--- src/rtl/fp_simd_issuer.sv ---
`default_nettype none
// ============================================================================
// Module   : fp_simd_issuer
// Purpose  : Queues FP SIMD commands, issues them one at a time to a SIMD
//            unit and returns each result through a response handshake.
//            Optional WAIT timeout enabled by FP_SIMD_ISSUER_TIMEOUT_EN.
// Revision : 1.0 - initial release
// ============================================================================
module fp_simd_issuer #(
  parameter int FIFO_DEPTH = 2,
  parameter int TIMEOUT    = 15
) (
  input  logic        clk,
  input  logic        rst_n,
  input  logic        i_cmd_valid,
  output logic        o_cmd_ready,
  input  logic [2:0]  i_cmd_op,
  input  logic [87:0] i_cmd_a,
  input  logic [87:0] i_cmd_b,
  output logic        o_simd_en,
  output logic [2:0]  o_simd_opcode,
  output logic [87:0] o_simd_in1,
  output logic [87:0] o_simd_in2,
  input  logic        i_simd_busy,
  input  logic        i_simd_valid,
  input  logic [87:0] i_simd_output,
  output logic        o_rsp_valid,
  input  logic        i_rsp_ready,
  output logic [87:0] o_rsp_data,
  output logic [2:0]  o_rsp_op,
  output logic        o_err
);

  localparam int c_aw = (FIFO_DEPTH > 1) ? $clog2(FIFO_DEPTH) : 1;
  localparam int c_ew = 3 + 88 + 88;

  localparam logic [1:0] c_st_idle  = 2'd0;
  localparam logic [1:0] c_st_issue = 2'd1;
  localparam logic [1:0] c_st_wait  = 2'd2;
  localparam logic [1:0] c_st_resp  = 2'd3;

  logic [c_ew-1:0] r_mem [FIFO_DEPTH];
  logic [c_aw:0]   r_wr_ptr;
  logic [c_aw:0]   r_rd_ptr;
  logic            r_rst_done;
  logic [1:0]      r_state;
  logic [2:0]      r_simd_opcode;
  logic [87:0]     r_simd_in1;
  logic [87:0]     r_simd_in2;
  logic [87:0]     r_rsp_data;
  logic [2:0]      r_rsp_op;

  logic            w_full;
  logic            w_empty;
  logic            w_push;
  logic            w_pop;
  logic            w_timeout;
  logic [c_ew-1:0] w_head;

  // Extra pointer MSB distinguishes full from empty when the indices match.
  assign w_empty = (r_wr_ptr == r_rd_ptr);
  assign w_full  = (r_wr_ptr[c_aw] != r_rd_ptr[c_aw]) &&
                   (r_wr_ptr[c_aw-1:0] == r_rd_ptr[c_aw-1:0]);
  assign w_push  = i_cmd_valid && o_cmd_ready;
  assign w_head  = r_mem[r_rd_ptr[c_aw-1:0]];

  assign w_pop = ((r_state == c_st_issue) && (r_simd_opcode[2:1] == 2'b11)) ||
                 ((r_state == c_st_wait) && (i_simd_valid || w_timeout));

  assign o_cmd_ready   = r_rst_done && !w_full;
  assign o_simd_en     = (r_state == c_st_issue);
  assign o_simd_opcode = r_simd_opcode;
  assign o_simd_in1    = r_simd_in1;
  assign o_simd_in2    = r_simd_in2;
  assign o_rsp_valid   = (r_state == c_st_resp);
  assign o_rsp_data    = r_rsp_data;
  assign o_rsp_op      = r_rsp_op;

  always_ff @(posedge clk) begin
    if (w_push) begin
      r_mem[r_wr_ptr[c_aw-1:0]] <= {i_cmd_op, i_cmd_a, i_cmd_b};
    end
  end

  always_ff @(posedge clk or negedge rst_n) begin
    if (!rst_n) begin
      r_wr_ptr   <= '0;
      r_rd_ptr   <= '0;
      r_rst_done <= 1'b0;
    end else begin
      r_rst_done <= 1'b1;
      if (w_push) begin
        r_wr_ptr <= r_wr_ptr + 1'b1;
      end
      if (w_pop) begin
        r_rd_ptr <= r_rd_ptr + 1'b1;
      end
    end
  end

  always_ff @(posedge clk or negedge rst_n) begin
    if (!rst_n) begin
      r_state       <= c_st_idle;
      r_simd_opcode <= '0;
      r_simd_in1    <= '0;
      r_simd_in2    <= '0;
      r_rsp_data    <= '0;
      r_rsp_op      <= '0;
    end else begin
      case (r_state)
        c_st_idle: begin
          if (!w_empty && !i_simd_busy) begin
            r_state       <= c_st_issue;
            r_simd_opcode <= w_head[c_ew-1 -: 3];
            r_simd_in1    <= w_head[175:88];
            r_simd_in2    <= w_head[87:0];
          end
        end
        c_st_issue: begin
          // Loads produce no result, so they retire straight from ISSUE.
          r_state <= (r_simd_opcode[2:1] == 2'b11) ? c_st_idle : c_st_wait;
        end
        c_st_wait: begin
          if (i_simd_valid) begin
            r_rsp_data <= i_simd_output;
            r_rsp_op   <= r_simd_opcode;
            r_state    <= c_st_resp;
          end else if (w_timeout) begin
            r_rsp_data <= '0;
            r_rsp_op   <= r_simd_opcode;
            r_state    <= c_st_resp;
          end
        end
        c_st_resp: begin
          if (i_rsp_ready) begin
            r_state <= c_st_idle;
          end
        end
        default: r_state <= c_st_idle;
      endcase
    end
  end

`ifdef FP_SIMD_ISSUER_TIMEOUT_EN
  localparam int c_cw = $clog2(TIMEOUT + 1);

  logic [c_cw-1:0] r_tmo_cnt;
  logic            r_err;

  // Fires on the TIMEOUT-th WAIT cycle without a result.
  assign w_timeout = (r_state == c_st_wait) && !i_simd_valid &&
                     (r_tmo_cnt == c_cw'(TIMEOUT - 1));
  assign o_err     = r_err;

  always_ff @(posedge clk or negedge rst_n) begin
    if (!rst_n) begin
      r_tmo_cnt <= '0;
      r_err     <= 1'b0;
    end else begin
      if (r_state == c_st_issue) begin
        r_tmo_cnt <= '0;
      end else if ((r_state == c_st_wait) && !w_timeout) begin
        r_tmo_cnt <= r_tmo_cnt + 1'b1;
      end
      if (w_timeout) begin
        r_err <= 1'b1;
      end
    end
  end
`else
  assign w_timeout = 1'b0;
  assign o_err     = 1'b0;
`endif

endmodule
`default_nettype wire

--- config.mk ---
export PLATFORM = sky130hd
export DESIGN_NAME = fp_simd_issuer
export DESIGN_NICKNAME = d
export VERILOG_FILES = /design/src/rtl/fp_simd_issuer.sv
export SDC_FILE = /design/constraint.sdc
export NUM_CORES = 1
export LEC_CHECK = 0
export CELL_PAD_IN_SITES_DETAIL_PLACEMENT = 1
export CELL_PAD_IN_SITES_GLOBAL_PLACEMENT = 1
export CORE_ASPECT_RATIO = 1.2
export CORE_MARGIN = 4
export CORE_UTILIZATION = 44
export CTS_CLUSTER_DIAMETER = 100
export DETAILED_ROUTE_END_ITERATION = 7
export PLACE_DENSITY_LB_ADDON = 0.05
export REMOVE_ABC_BUFFERS = 1
export SYNTH_ARGS = -nofsm -noshare
export SYNTH_HDL_FRONTEND = slang
export SYNTH_SLANG_ARGS = --single-unit
--- constraint.sdc ---
create_clock -name clk -period 17.9 [get_ports clk]
set_clock_uncertainty 0.1 [all_clocks]
set_input_delay 2.685 -clock clk [delete_from_list [all_inputs] [get_ports clk]]
set_output_delay 2.685 -clock clk [all_outputs]
set_load 0.1 [all_outputs]
==> impl_metrics.ini <==
[run_status]
status = complete, no violations

[critical_path]
crit_path_max_incr_delay_ps = 1160
critical_path_arrival_ps = 3210
cp-end-kind = output pin
rrSetupSlack_ps = 13920
r2r_start = r_rd_ptr[0]
start_kind = flop
slowest_stage = clkdlybuf4s50_1
cp.required_ps = 15110
worst-path-stages = 3
crit_type = flop to output pin
r2r_end = r_mem[0][43]
worst-path-buf-inv = 1
startpoint = r_rd_ptr[0]
path_delay_family = buffers and inverters
path_max_fanout = 54
path_cells = xnor2_1 > a21boi_0 > clkdlybuf4s50_1
endpoint = o_cmd_ready
rr_worst_depth = 5

[min_path]
hp-class = flop to flop
min-delay-start = o_rsp_data[29]

[synthesis]
synth-seq-cells = 635
async_reset_ff_frac = 0.436
synth-seq-area-share = 0.761
synth_edf_count = 358
avgSynthCellArea_um2 = 17.1
syn_inst = 1358
synthFlopType = edfxtp_1
yosysUniqueCellTypes = 26
syn_area_um2 = 23200
yosysWarnings = 0

[grt]
grt_usage = 0.225
grt_antenna_before_repair = 20
grt_pass1_vias = 14900
grt_pass1_wl_um = 95500
globalRouteOverflowTotal = 0
grt_max_degree = 98

[flow_run]
maxCapViolCount = 0

[layout]
most-common-layout-cells = clkdlybuf4s50_1 (544), edfxtp_1 (358), nand2_1 (276), dfrtp_1 (276), mux2_2 (260)
area_delta_synth_final_pct = 35.0
fin_nets = 2193
mostFrequentLayoutCell = clkdlybuf4s50_1
layout-drive-gt1-share = 0.187

[cts]
cts.sinks = 635
post_cts_resize_count = 0
h-tree-depth = 2
clk_latency_ps = 610
post_cts_buffers = 0
clk_pin_slew_worst_paths_ps = 60
cts_buffer_depth = 3
cts_tree = yes
cts-root-buf = clkbuf_16
numCtsBuffers = 61
cts_hold_buf = 0

[sta]
hold_viol = 0
min_period_over_period = 0.335
fmax_ghz = 0.167
fin_crit_ps = 6000
finalSetupViolations = 0
rsz0062_at_grt = no
drv_slew = 0
worst_slew_pin_slew_ps = 1130
slew_headroom = 0.247
setup_tns_ps = 0

[route]
totalWireLength_um = 64700
antenna_left = 0
drtIter0Drc = 717
drc = 0
num_vias = 13300
dr.pass1.iters = 6
vias_per_cell = 4.96
post_drt_wl_per_cell_um = 24.1

[die]
dieArea_um2 = 56600
core_area_um2 = 52400
die_h_um = 260
io_pins = 547
rows = 92
dieWidth_um = 218
initial_core_util = 0.444

[placement]
gp_congestion = 0.798
port_buffers = 545
place_hpwl_um = 44400
worst min path at each step:
stage | end | slack (ps) | cells after the start
floorplan | r_wr_ptr[0] | 410 | 1
global placement | o_rsp_data[43] | 360 | 2
detailed placement | o_rsp_data[29] | 360 | 2
CTS | o_rsp_data[29] | 380 | 2
global route | o_rsp_data[78] | 400 | 2
finish | o_rsp_data[29] | 370 | 2
worst register-to-register path: cells and delay by family (launching register included):
| family | cells | cell delay [ps] |
|---|---|---|
| flip-flops | 1 | 920 |
| XOR/XNOR | 1 | 290 |
| AO/OA/AOI/OAI | 1 | 340 |
| AND/OR/NAND/NOR | 1 | 570 |
| buffers and inverters | 2 | 1340 |
final cells by class:
cell class,instances,area (um2)
Fill cell,4865,21000
Sequential cell,635,17700
Timing Repair Buffer,560,5570
Multi-Input combinational cell,661,5290
Clock buffer,91,1760
Tap cell,705,882
Clock inverter,21,155
Antenna cell,15,37.5
Inverter,1,3.75
registers in the layout, summed over array words and instances, names as in the netlist, named ones only:
register and flops:
r_rd_ptr 2, r_mem 358, o_simd_in2 88, r_wr_ptr 2, o_rsp_op 3, o_simd_in1 88, r_rst_done 1, r_state 1
o_simd_opcode 3, o_rsp_data 88
cell families (layout without fill, tap and decap cells):
group | Yosys count | after routing | share of synthesized area
DFF | 635 | 635 | 0.761
xor gates and xnor gates | 6 | 6 | 0.00226
buffers and inverters | 62 | 673 | 0.0124
other | 2 | 17 | 0.000323
AOI/OAI and AO/OA | 8 | 8 | 0.00291
muxes | 360 | 360 | 0.174
and+or+nand+nor | 285 | 285 | 0.0471
stage by stage:
step	hold WS, ps	util	setup WS (ps)	instance area [um2]	cells
after floorplan	411	-	4080	23000	1297
after global placement	357	0.562	11940	29400	2562
after detailed placement	363	0.562	11930	29400	2562
after CTS	378	0.599	11810	31300	2674
after global routing	395	0.599	11760	31400	2684
final	374	0.599	11900	31400	2689
metal layers:
metal	vias up	wire (um)	track usage
met5	-	75	0
met4	10	1820	0.0780
met3	89	5670	0.0906
met2	424	33400	0.388
met1	6840	23800	0.256
li1	5980	-	-
cell usage after synthesis (2+ instances only):
master	count	area share
dfrtp_1	277	0.30
xor2_1	2	0.00075
buf_4	12	0.0039
mux2_1	99	0.048
o21ai_0	2	0.00043
buf_2	8	0.0017
nor2b_1	2	0.00054
buf_1	4	0.00065
clkbuf_1	37	0.0060
conb_1	2	0.00032
nand2_1	276	0.045
edfxtp_1	358	0.46
and2_1	2	0.00054
mux2_2	260	0.13
a21oi_1	3	0.00065
xnor2_1	4	0.0015
Power is left out: the tool's default activity adds up to more than one toggle a clock period on the data nets, which glitch-free logic cannot reach.
